File: config.mk
export PLATFORM = sky130hd
export DESIGN_NAME = ymux_n_pipe
export DESIGN_NICKNAME = d
export VERILOG_FILES = /design/src/rtl/ymux_pkg.sv /design/src/rtl/ymux_skid.sv /design/src/rtl/ymux_n_pipe.sv
export SDC_FILE = /design/constraint.sdc
export NUM_CORES = 1
export LEC_CHECK = 0
export BUFFER_PORTS_ARGS = -buffer_cell sky130_fd_sc_hd__buf_4
export CAP_MARGIN = 20
export CORE_ASPECT_RATIO = 1.4
export CORE_MARGIN = 2
export CORE_UTILIZATION = 43
export DETAILED_ROUTE_END_ITERATION = 8
export GPL_TIMING_DRIVEN = 0
export MAX_ROUTING_LAYER = met4
export PLACE_DENSITY = 0.81
export SLEW_MARGIN = 5
export SYNTH_ARGS = -nofsm -noshare
export SYNTH_HDL_FRONTEND = slang
export SYNTH_SLANG_ARGS = --single-unit
export TNS_END_PERCENT = 5
File: constraint.sdc
create_clock -name clk -period 1.4 [get_ports clk]
set_input_delay 0.14 -clock clk [delete_from_list [all_inputs] [get_ports clk]]
set_output_delay 0.14 -clock clk [all_outputs]
set_load 0.05 [all_outputs]
File: src/rtl/ymux_pkg.sv
// Shared constants for the registered N:1 mux: state encoding, defaults and select width.
package ymux_pkg;

   localparam int YMUX_WIDTH_DEF = 64;
   localparam int YMUX_N_DEF     = 4;

   localparam logic [1:0] ST_EMPTY = 2'd0;
   localparam logic [1:0] ST_ONE   = 2'd1;
   localparam logic [1:0] ST_TWO   = 2'd2;

   // At least one select bit, even for degenerate channel counts.
   function automatic int sel_width(input int n);
      return (n <= 2) ? 1 : $clog2(n);
   endfunction

endpackage

File: src/rtl/ymux_skid.sv
// Two-entry skid buffer: main register drives the output, skid register absorbs one
// extra word so in_ready depends only on registered state.
module ymux_skid
   import ymux_pkg::*;
#(
   parameter int WIDTH = YMUX_WIDTH_DEF
) (
   input  logic             clk,
   input  logic             reset,
   input  logic [WIDTH-1:0] in_data,
   input  logic             in_valid,
   output logic             in_ready,
   output logic [WIDTH-1:0] out_data,
   output logic             out_valid,
   input  logic             out_ready
);

   logic [1:0]       state_reg, state_next;
   logic [WIDTH-1:0] main_reg, main_next;
   logic [WIDTH-1:0] skid_reg, skid_next;
   logic             accept, emit;

   assign in_ready  = (state_reg != ST_TWO);
   assign out_valid = (state_reg != ST_EMPTY);
   assign out_data  = main_reg;
   assign accept    = in_valid && in_ready;
   assign emit      = out_valid && out_ready;

   always_comb begin
      state_next = state_reg;
      main_next  = main_reg;
      skid_next  = skid_reg;
      case (state_reg)
         ST_EMPTY: begin
            if (accept) begin
               state_next = ST_ONE;
               main_next  = in_data;
            end
         end
         ST_ONE: begin
            if (accept && emit) begin
               main_next = in_data;
            end else if (accept) begin
               state_next = ST_TWO;
               skid_next  = in_data;
            end else if (emit) begin
               state_next = ST_EMPTY;
            end
         end
         ST_TWO: begin
            // Skid word moves up; no new word can arrive while full.
            if (emit) begin
               state_next = ST_ONE;
               main_next  = skid_reg;
            end
         end
         default: state_next = ST_EMPTY;
      endcase
   end

   always_ff @(posedge clk) begin
      if (reset) begin
         state_reg <= ST_EMPTY;
         main_reg  <= '0;
         skid_reg  <= '0;
      end else begin
         state_reg <= state_next;
         main_reg  <= main_next;
         skid_reg  <= skid_next;
      end
   end

endmodule

File: src/rtl/ymux_n_pipe.sv
// Registered N:1 mux with valid/ready handshake; out-of-range selects yield zero.
// Optional sticky out-of-range flag sel_err under YMUX_SEL_CHECK_EN.
module ymux_n_pipe
   import ymux_pkg::*;
#(
   parameter  int WIDTH = YMUX_WIDTH_DEF,
   parameter  int N     = YMUX_N_DEF,
   localparam int SELW  = sel_width(N)
) (
   input  logic               clk,
   input  logic               reset,
   input  logic [N*WIDTH-1:0] in_data,
   input  logic [SELW-1:0]    in_sel,
   input  logic               in_valid,
   output logic               in_ready,
   output logic [WIDTH-1:0]   out_data,
   output logic               out_valid,
   input  logic               out_ready
`ifdef YMUX_SEL_CHECK_EN
   ,
   output logic               sel_err
`endif
);

   logic [WIDTH-1:0] chan [N];
   logic [WIDTH-1:0] sel_data;

   generate
      for (genvar gi = 0; gi < N; gi++) begin : g_chan
         assign chan[gi] = in_data[gi*WIDTH +: WIDTH];
      end
   endgenerate

   // No channel matches an out-of-range select, so the default zero falls through.
   always_comb begin
      sel_data = '0;
      for (int k = 0; k < N; k++) begin
         if (in_sel == SELW'(k)) begin
            sel_data = chan[k];
         end
      end
   end

   ymux_skid #(
      .WIDTH(WIDTH)
   ) u_skid (
      .clk      (clk),
      .reset    (reset),
      .in_data  (sel_data),
      .in_valid (in_valid),
      .in_ready (in_ready),
      .out_data (out_data),
      .out_valid(out_valid),
      .out_ready(out_ready)
   );

`ifdef YMUX_SEL_CHECK_EN
   logic sel_err_reg;
   logic sel_oor;

   assign sel_oor = ({1'b0, in_sel} >= (SELW+1)'(N));
   assign sel_err = sel_err_reg;

   always_ff @(posedge clk) begin
      if (reset) begin
         sel_err_reg <= 1'b0;
      end else if (in_valid && in_ready && sel_oor) begin
         sel_err_reg <= 1'b1;
      end
   end
`endif

endmodule

Word level (Yosys, flattened, before mapping) --
Index checks and enable logic that the tools add are counted.
Word-level totals: word-level logic and storage cells 39, register bits 130, input port bits 262, output and inout bits 66
Operators by class: eq/ne operators 11, reductions and logical operators 10, muxes and demuxes 14, bitwise logic cells 1
Operator list (number):
- 2-to-1 mux 64 bit | 7
- one-hot mux 64 bit (3 select lines) | 1
- 2-to-1 mux 2 bit | 5
- AND reduction 4 bit | 2
- == test 2 bit (second input constant) | 3
- inequality test 2 x 1 -> 1 bit (second input constant) | 3
- one-hot mux 2 bit (3 select lines) | 1
- == test 2 x 1 -> 1 bit (second input constant) | 2
- logical NOT 2 bit | 2
- inequality test 2 bit (second input constant) | 2
- logical AND 1 bit | 3
- inequality test 3 x 1 -> 1 bit (second input constant) | 1
- AND reduction 3 bit | 1
- nonzero test 3 bit | 1
- nonzero test 2 bit | 1
- NOT 1 bit | 1

Logic depth before layout (Yosys ltp) --
Gate-level depths: netlist of the first run.
depth after elaboration 7, mapped depth 6, gate-level depth less buffers 4

Hierarchy --
A second synthesis of the first run with hierarchy kept.
Second synthesis, totals: cell total of the unflattened synthesis 672, area, all modules 7280.7 µm²
Modules (own cells, without submodules):
- ymux_skid | instances 1, sequential area each 2602.5 µm², area an instance 5657.9 µm², cells each 594
- ymux_n_pipe | instances 1, sequential area each 0.0 µm², area an instance 1622.8 µm², cells each 78

Least setup slack after synthesis of the first run --
OpenSTA, ideal clock, no wires.
kind input to register, start point input in_sel[0], end point register u_skid.main_reg[5] (netlist: u_skid.out_data[5]), slack 0.017 ns, buffers on the path 2, stages 5, arrival 1.241 ns, cells stage by stage buf_4 -> buf_6 -> mux4_1 -> nand2_1 -> a311oi_2
Between the ends: cells in the longest elaborated chain, start to end 7, elaborated cells between the ends (all ways) 11, those cells by class eq/ne (3); mux (7); reduce/logical (1)
Ends and longest elaborated chain:
- start: declaration | RTL line ymux_n_pipe.sv:13 | input logic [SELW-1:0] in_sel,
- logical NOT 2 bit | RTL line ymux_n_pipe.sv:38 | if (in_sel == SELW'(k)) begin
- 2-to-1 mux 64 bit (3 in series) | RTL line ymux_n_pipe.sv:38
- 2-to-1 mux 64 bit * | RTL line ymux_n_pipe.sv:38
- 2-to-1 mux 64 bit, on equally long branches | RTL line ymux_skid.sv:41, ymux_skid.sv:35
- one-hot mux 64 bit (3 select lines) * | RTL line ymux_skid.sv:33 | case (state_reg)
- end signal: assignment | RTL line ymux_skid.sv:68 | main_reg <= main_next;
- end: declaration | RTL line ymux_skid.sv:19 | logic [WIDTH-1:0] main_reg, main_next;
Mark *: on every way between the ends. The rest lies on a longest branch, timed or not. The select of a mux whose other input is x is not followed. A chain may end at the register's enable or synchronous reset.

Worst setup path after layout of the first run --
start point register u_skid.state_reg[0], end point output out_valid
Between the ends: cells in the longest elaborated chain, start to end 1
Ends and longest elaborated chain:
- start: declaration | RTL line ymux_skid.sv:18 | logic [1:0] state_reg, state_next;
- start signal: assignment | RTL line ymux_skid.sv:67 | state_reg <= state_next;
- nonzero test 2 bit | RTL line ymux_skid.sv:24 | assign out_valid = (state_reg != ST_EMPTY);
- end: declaration | RTL line ymux_n_pipe.sv:17 | output logic out_valid,
Every way passes these cells.

==> impl_metrics.ini, run 1 <==
[routing]
viasPerCell = 5.699
wl_mm = 25.26
route.detailed.drc = 0
ant_nets = 0
drt-initial-drc-count = 442
first_pass_iters = 5
vias = 7466
detail_route.wl_per_cell_um = 19.28

[synth]
muxShareOfSynthArea = 0.1984
synth_seq_cells = 130
synth_nets = 1005
yosys.area_share.simple = 0.1423
yosysTopAreaCell = dfxtp_1
yosysWarnings = 0
async_reset_ff_frac = 0
netlist_area_mm2 = 0.007323
synth_top_area_share = 0.3554
synth_xor_area_frac = 0
syn-mean-instance-area_um2 = 9.856
synth_most_common_cell = nand2_1
synth_edf_count = 0
yosys-top-cells-area = dfxtp_1 36%, mux4_2 19%, nand2_1 13%
synthCells = 743
netlist_top_cells_count = 257 x nand2_1, 130 x dfxtp_1, 66 x a21oi_1
synth-adder-area-share = 0
ys.flop_type = dfxtp_1
yosysSeqAreaShare = 0.3554
synth_compound_area_frac = 0.2416
synth_top_family_by_area = compound AO/OA/AOI/OAI gates
ys_types = 27

[sta]
rsz0062_at_grt = true
finClkSkew_ns = 0.008814
fin_crit_sh = 1.027
whs_ns = 0.1014
hold_viol_final = 0
setup_viol = 12
fmax_mhz = 695.2
worstMarginPinSlew_ns = 0.7385
fin_ws_ns = -0.03850
max_slew_margin = 0.5077
setup_tns_ns = -0.1958
period_needed_ns = 1.438
slew_viol_final = 0

[die]
fp.dieH_um = 158.4
initial_utilization = 0.4373
coreArea_mm2 = 0.01675
dieArea_mm2 = 0.01811
rows = 56
ioPinCount = 328
dieWidth_um = 114.3

[power]
clockPowerShare = 0.381
vdd_drop_max_uv = 786.9
switching_share = 0.3002
p_seq_frac = 0.345
comb_power_share = 0.274
p_int_mw = 8.375
power_density_mw_per_mm2 = 1065
power.switching_mw = 3.593
power.total_mw = 11.97
power.leakage_nw = 4.552

[run_status]
violations = setup timing
status = finished, violations left

[global_route]
grt_first_pass_wirelength_mm = 37.96
grt_max_degree = 17
grt_usage = 0.2777
overflow = 0
antenna_found_initial = 0
grt_pass1_vias = 7419

[cts]
clk_pin_slew_ns = 0.06
root_buffer = clkbuf_16
h-tree-depth = 4
cts_buffer_depth = 2
insertion_delay_ns = 0.41
numCtsBuffers = 17
cts_tree = built
clock_sinks = 130

[finish]
area_growth_pct = 53.44
final_nets = 1356
fin_util = 0.6710
drive_gt1_frac = 0.5601
n_fill_cell = 1293
n_antenna_cell = 0

[critical_path]
path_max_fanout = 6
arrival_ns = 1.30
cp-end-kind = primary output
worstPathRequired_ns = 1.26
crit_slowest_cell = dfxtp_4
start_kind = flop
cp_cell_sequence = buf_2 > or2_4 > buf_8
critPathMaxStageDelay_ns = 0.36
critPathKind = flop to primary output

[job]
max_cap_viol_count = 0

[place]
place_congestion = 0.8590
hpwl_mm = 18.66
io_buffers = 324

[hold_path]
worstHoldPathType = primary input to flop
-- through the flow --
| step | setup WS, ns | instances | instance area [um^2] |
|---|---|---|---|
| after floorplan | 0.01703 | 743 | 7323 |
| after global placement | -0.2853 | 1270 | 10010 |
| after detailed placement | -0.3302 | 1270 | 10010 |
| after CTS | -0.02949 | 1307 | 11100 |
| after global routing | -0.09372 | 1310 | 11240 |
| final | -0.03850 | 1310 | 11240 |
-- power groups by stage --
stage	combinational [mW]	clock, mW	sequential (mW)
2_1_floorplan	1.28	0	4.77
3_3_place_gp	3.02	0	4.16
3_5_place_dp	3.08	0	4.16
4_1_cts	3.23	4.58	4.11
5_1_grt	3.45	4.77	4.15
6_report	3.28	4.56	4.13
-- final cells by class --
cell class,count,area [um^2],share of cell area
Buffer,84,678.2,0.06035
Clock buffer,20,456.7,0.04064
Clock inverter,12,156.4,0.01392
Inverter,1,3.754,0.0003340
Multi-Input combinational cell,528,4571,0.4067
Sequential cell,130,2610,0.2323
Tap cell,203,254.0,0.02260
Timing Repair Buffer,332,2507,0.2231
-- placed cells by master, fill, tap and decap left out, drive strengths merged, types with 2 or more instances in the layout --
cell type,Yosys,routed
clkinv,0,4
clkbuf,24,44
a311oi,64,64
nand2,257,257
nor2b,2,2
a21o,2,2
mux4,64,64
clkinvlp,0,4
a211oi,64,64
inv,1,2
buf,60,391
a21oi,66,66
bufinv,0,3
dfxtp,130,130
-- worst paths after layout --
check	startpoint	end	slack [ns]	depth (start not counted)
max	u_skid.state_reg[0]$_SDFFE_PP0P_	out_valid	-0.04	3
min	in_valid	u_skid.state_reg[0]$_SDFFE_PP0P_	0.10	4
max reg2reg	u_skid.state_reg[0]$_SDFFE_PP0P_	u_skid.out_data[25]$_SDFFE_PP0P_	-0.03	5
min reg2reg	u_skid.skid_reg[26]$_SDFFE_PP0P_	u_skid.skid_reg[26]$_SDFFE_PP0P_	0.45	2
-- routing by layer --
metal / routed length, um / up-vias / track usage
met3: 1345 / 74 / 0.04492
met4: 1058 / 0 / 0.1260
li1: - / 3470 / -
met2: 13300 / 320 / 0.4796
met1: 9554 / 3602 / 0.3165
met5: 0 / - / -
-- cells by family (layout without fill, tap and decap cells) --
kind of cell / count (synthesis) / in the layout
and+or+nand+nor: 267 / 267
AOI/OAI and AO/OA: 197 / 197
DFF: 130 / 130
buffers and inverters: 85 / 449
muxes: 64 / 64
-- repair_timing --
action,in CTS,in global routing
endpoints found under the hold margin,1,0
hold buffers,1,0
gates resized for setup,124,34
setup buffers,4,2
setup endpoints to repair,125,122
pin swaps,0,1
cloned,0,1
-- worst max-delay path, delay by kind of cell, from the launching register on --
kind | cells | cell delay (ns)
flip-flops | 1 | 0.36
buffers and inverters | 2 | 0.30
AND/OR/NAND/NOR | 1 | 0.23
Note: power is estimated with default switching activity, not from simulation.
==> run 2: changes to the inputs <==
--- a/config.mk
+++ b/config.mk
@@ -7,13 +7,12 @@
 export LEC_CHECK = 0
 export BUFFER_PORTS_ARGS = -buffer_cell sky130_fd_sc_hd__buf_4
 export CAP_MARGIN = 20
-export CORE_ASPECT_RATIO = 1.4
 export CORE_MARGIN = 2
-export CORE_UTILIZATION = 43
+export CORE_UTILIZATION = 48
 export DETAILED_ROUTE_END_ITERATION = 8
 export GPL_TIMING_DRIVEN = 0
 export MAX_ROUTING_LAYER = met4
-export PLACE_DENSITY = 0.81
+export PLACE_DENSITY = 0.85
 export SLEW_MARGIN = 5
 export SYNTH_ARGS = -nofsm -noshare
 export SYNTH_HDL_FRONTEND = slang
==> constraint.sdc (replaced) <==
create_clock -name clk -period 1.6 [get_ports clk]
set_input_delay 0.16 -clock clk [delete_from_list [all_inputs] [get_ports clk]]
set_output_delay 0.16 -clock clk [all_outputs]
set_load 0.05 [all_outputs]
==> impl_metrics.ini, run 2 (synthesized netlist as in run 1, its figures left out) <==
[global_route]
grt_first_pass_wirelength_mm = 36.83
overflow = 0
antenna_found_initial = 0
grt_pass1_vias = 7326
grt_usage = 0.2967
grt_max_degree = 17

[cts]
root_buffer = clkbuf_16
cts_buffer_depth = 2
h-tree-depth = 4
numCtsBuffers = 17
cts_tree = built
insertion_delay_ns = 0.42
clk_pin_slew_ns = 0.05
clock_sinks = 130

[hold_path]
worstHoldPathType = primary input to flop
worstHoldStart = in_valid

[place]
hpwl_mm = 17.88
pre_cts_ws_ns = -0.08998
place_congestion = 0.8680
io_buffers = 324

[run_status]
violations = setup timing
status = finished, violations left

[routing]
first_pass_iters = 5
drt-initial-drc-count = 487
wl_mm = 24.03
vias = 7456
route.detailed.drc = 0
viasPerCell = 5.798
detail_route.wl_per_cell_um = 18.69
ant_nets = 0

[die]
rows = 45
initial_utilization = 0.4871
dieArea_mm2 = 0.01626
dieWidth_um = 127.5
ioPinCount = 328
coreArea_mm2 = 0.01503
fp.dieH_um = 127.5

[sta]
slew_viol_final = 0
fmax_mhz = 621.7
period_needed_ns = 1.608
setup_tns_ns = -0.008380
fin_ws_ns = -0.008380
setup_viol = 1
fin_crit_sh = 1.005
max_slew_margin = 0.4990
finClkSkew_ns = 0.01158
worstMarginPinSlew_ns = 0.7515
rsz0062_at_grt = true
hold_viol_final = 0

[critical_path]
path_max_fanout = 10
reg2reg_from = u_skid.state_reg[0]$_SDFFE_PP0P_
start_kind = flop
worstPathRequired_ns = 1.44
cp-startpoint = u_skid.state_reg[1]$_SDFFE_PP0P_
cp-end-kind = primary output
critPathKind = flop to primary output
arrival_ns = 1.45

[finish]
final_cell_mix = 338 x buf_4, 257 x nand2_1, 128 x dfxtp_1, 66 x a21oi_1, 61 x mux4_2
final_common_cell = buf_4
drive_gt1_frac = 0.5091
n_fill_cell = 1128
area_growth_pct = 45.91
n_antenna_cell = 0
final_nets = 1349

[power]
power.leakage_nw = 4.382
vdd_drop_max_uv = 828.4
power_density_mw_per_mm2 = 939.9

[job]
max_cap_viol_count = 0
## run 2: cell types whose count changed in the layout (fill, tap and decap cells not counted), sizes merged
cell and delta:
bufinv -2, buf -22, clkinvlp -4, clkbuf +20, inv -1
## run 2: power breakdown
group / leakage [nW] / total [mW] / internal [mW] / switching [mW]
logic: 3.03 / 2.74 / 1.24 / 1.49
registers: 1.07 / 3.58 / 3.45 / 0.129
clock network: 0.285 / 3.72 / 2.35 / 1.37
## run 2: routing by layer
metal  vias up  wire, um  track usage
met5         -         0            -
met4         0       846       0.1306
met3        63      1606      0.05528
met2       350     12380       0.5052
met1      3580      9198       0.3425
li1       3463         -            -
## run 2: worst paths after layout
check,end,slack [ns],cells past startpoint
worst max register to register,u_skid.out_data[7]$_SDFFE_PP0P_,0.03,5
worst min register to register,u_skid.skid_reg[13]$_SDFFE_PP0P_,0.45,2
worst max-delay path,in_ready,-0.008,4
worst min-delay path,u_skid.state_reg[0]$_SDFFE_PP0P_,0.1,4
## run 2: area by class of cell
cell class | instances | area [um^2] | area share
Multi-Input combinational cell | 528 | 4317 | 0.4040
Inverter | 1 | 3.754 | 0.0003513
Tap cell | 188 | 235.2 | 0.02201
Buffer | 84 | 513.0 | 0.04801
Clock inverter | 5 | 50.05 | 0.004684
Sequential cell | 130 | 2605 | 0.2438
Timing Repair Buffer | 325 | 2446 | 0.2289
Clock buffer | 25 | 515.5 | 0.04824
## run 2: worst max-delay path: stages, from the launching register on
cell,delay [ns]
dfxtp_2,0.39
nor2b_2,0.20
inv_1,0.06
buf_2,0.19
buf_6,0.18
## run 2: repair_timing
action,CTS,global route
endpoints found under the hold margin,1,0
endpoints found under the setup margin,94,107
hold buffers,1,0
setup buffers,0,0
gates resized for setup,9,43
## run 2: metrics by stage
step,hold slack [ns],power (mW),cells,util,cell area (um^2)
6_report,0.09930,10.04,1286,0.7108,10690
5_1_grt,0.1465,10.36,1286,0.7108,10690
4_1_cts,0.09610,10.01,1286,0.7040,10580
3_5_place_dp,0.3903,6.332,1255,0.6646,9991
3_3_place_gp,0.3797,6.280,1255,0.6646,9991
2_1_floorplan,0.2393,5.295,743,-,7323
==> run 3: changes to the inputs <==
--- a/config.mk
+++ b/config.mk
@@ -8,11 +8,12 @@
 export BUFFER_PORTS_ARGS = -buffer_cell sky130_fd_sc_hd__buf_4
 export CAP_MARGIN = 20
 export CORE_MARGIN = 2
-export CORE_UTILIZATION = 48
+export CORE_UTILIZATION = 49
+export CTS_BUF_LIST = sky130_fd_sc_hd__clkbuf_4
 export DETAILED_ROUTE_END_ITERATION = 8
 export GPL_TIMING_DRIVEN = 0
 export MAX_ROUTING_LAYER = met4
-export PLACE_DENSITY = 0.85
+export PLACE_DENSITY = 0.87
 export SLEW_MARGIN = 5
 export SYNTH_ARGS = -nofsm -noshare
 export SYNTH_HDL_FRONTEND = slang
==> impl_metrics.ini, run 3 (synthesized netlist as in run 1, its figures left out) <==
[run_status]
status = finished, violations left
violations = setup timing

[hold_path]
worstHoldPathType = primary input to flop

[power]
vdd_drop_max_uv = 481.5
power_density_mw_per_mm2 = 880.0
power.total_mw = 9.262
power.leakage_nw = 4.305

[sta]
fin_crit_sh = 1.015
fin_ws_ns = -0.02450
slew_viol_final = 0
period_needed_ns = 1.624
hold_viol_final = 0
worstMarginPinSlew_ns = 0.7530
max_slew_margin = 0.4980
finClkSkew_ns = 0.01548
setup_viol = 1
fmax_mhz = 615.6
rsz0062_at_grt = true

[place]
place_congestion = 0.8809
io_buffers = 324
pre_cts_ws_ns = -0.1159
hpwl_mm = 18.05

[die]
dieArea_mm2 = 0.01594
fp.dieH_um = 126.3
dieWidth_um = 126.3
initial_utilization = 0.5020
ioPinCount = 328
rows = 44
coreArea_mm2 = 0.01459

[critical_path]
critPathKind = flop to flop
path_max_fanout = 10
cp-end-kind = flop
start_kind = flop
worstPathRequired_ns = 2.06
arrival_ns = 2.08

[routing]
first_pass_iters = 5
route.detailed.drc = 0
wl_mm = 23.94
ant_nets = 0
viasPerCell = 5.822
detail_route.wl_per_cell_um = 18.57
vias = 7504
drt-initial-drc-count = 573

[finish]
final_cell_mix = 338 x buf_4, 257 x nand2_1, 128 x dfxtp_1, 66 x a21oi_1, 61 x mux4_2
area_growth_pct = 43.72
regArea_mm2 = 0.002610
multiInputGateArea_mm2 = 0.004292
drive_gt1_frac = 0.5036
n_fill_cell = 1124
final_common_cell = buf_4
final_nets = 1353

[cts]
root_buffer = clkbuf_4
numCtsBuffers = 17
cts_tree = built
cts_buffer_depth = 2
insertion_delay_ns = 0.55
h-tree-depth = 4
clock_sinks = 130
clk_pin_slew_ns = 0.12

[global_route]
grt_max_degree = 17
grt_usage = 0.3074
grt_first_pass_wirelength_mm = 37.83
grt_pass1_vias = 7592
overflow = 0
antenna_found_initial = 1

[job]
max_cap_viol_count = 0
==> run 3: metrics by stage <==
step | util | std cells | hold WS [ns] | instance area, um^2 | setup TNS [ns]
after global placement | 0.6845 | 1251 | 0.3816 | 9986 | -0.4431
after detailed placement | 0.6845 | 1251 | 0.3905 | 9986 | -1.664
after global routing | 0.7214 | 1289 | 0.08329 | 10530 | -1.479
after CTS | 0.7172 | 1288 | 0.06525 | 10460 | -0.2191
final | 0.7214 | 1289 | 0.09628 | 10530 | -0.02450
after floorplan | - | 743 | 0.2393 | 7323 | 0
==> run 3: power breakdown <==
group	internal (mW)	total, mW	switching (mW)
combinational	1.24	2.74	1.49
sequential	3.45	3.57	0.125
clock	1.70	2.96	1.26
total	6.39	9.26	2.88
==> run 3: layer usage <==
| layer | GRT usage | vias up | share of wire |
|---|---|---|---|
| met5 | - | - | 0 |
| met1 | 0.3556 | 3551 | 0.38 |
| met3 | 0.04843 | 88 | 0.064 |
| li1 | - | 3475 | - |
| met2 | 0.5133 | 390 | 0.50 |
| met4 | 0.1661 | 0 | 0.051 |
==> run 3: layout make-up <==
class,count,area share
Antenna cell,1,0.0002378
Buffer,84,0.04779
Clock buffer,17,0.01213
Clock inverter,15,0.02496
Inverter,1,0.0003566
Multi-Input combinational cell,528,0.4078
Sequential cell,130,0.2480
Tap cell,184,0.02187
Timing Repair Buffer,329,0.2369
==> run 3: worst paths after layout <==
kind,start,to,slack [ns],depth (start not counted)
setup / recovery,u_skid.state_reg[1]$_SDFFE_PP0P_,u_skid.out_data[7]$_SDFFE_PP0P_,-0.02,4
hold / removal,in_data[205],u_skid.skid_reg[13]$_SDFFE_PP0P_,0.1,4
setup reg to reg,u_skid.state_reg[1]$_SDFFE_PP0P_,u_skid.out_data[7]$_SDFFE_PP0P_,-0.02,4
hold reg to reg,u_skid.skid_reg[4]$_SDFFE_PP0P_,u_skid.skid_reg[4]$_SDFFE_PP0P_,0.46,2
==> run 3: worst max-delay path: stages, from the launching register on <==
cell and delay, ns:
dfxtp_4 0.38, nor2b_2 0.19, clkbuf_1 0.48, a211oi_1 0.21, a311oi_2 0.27
==> run 3: timing repair <==
action / in CTS / in global routing
hold buffers: 3 / 0
buffers inserted: 2 / 0
endpoints found under the setup margin: 108 / 104
gates resized for setup: 15 / 30
hold endpoints to repair: 12 / 0
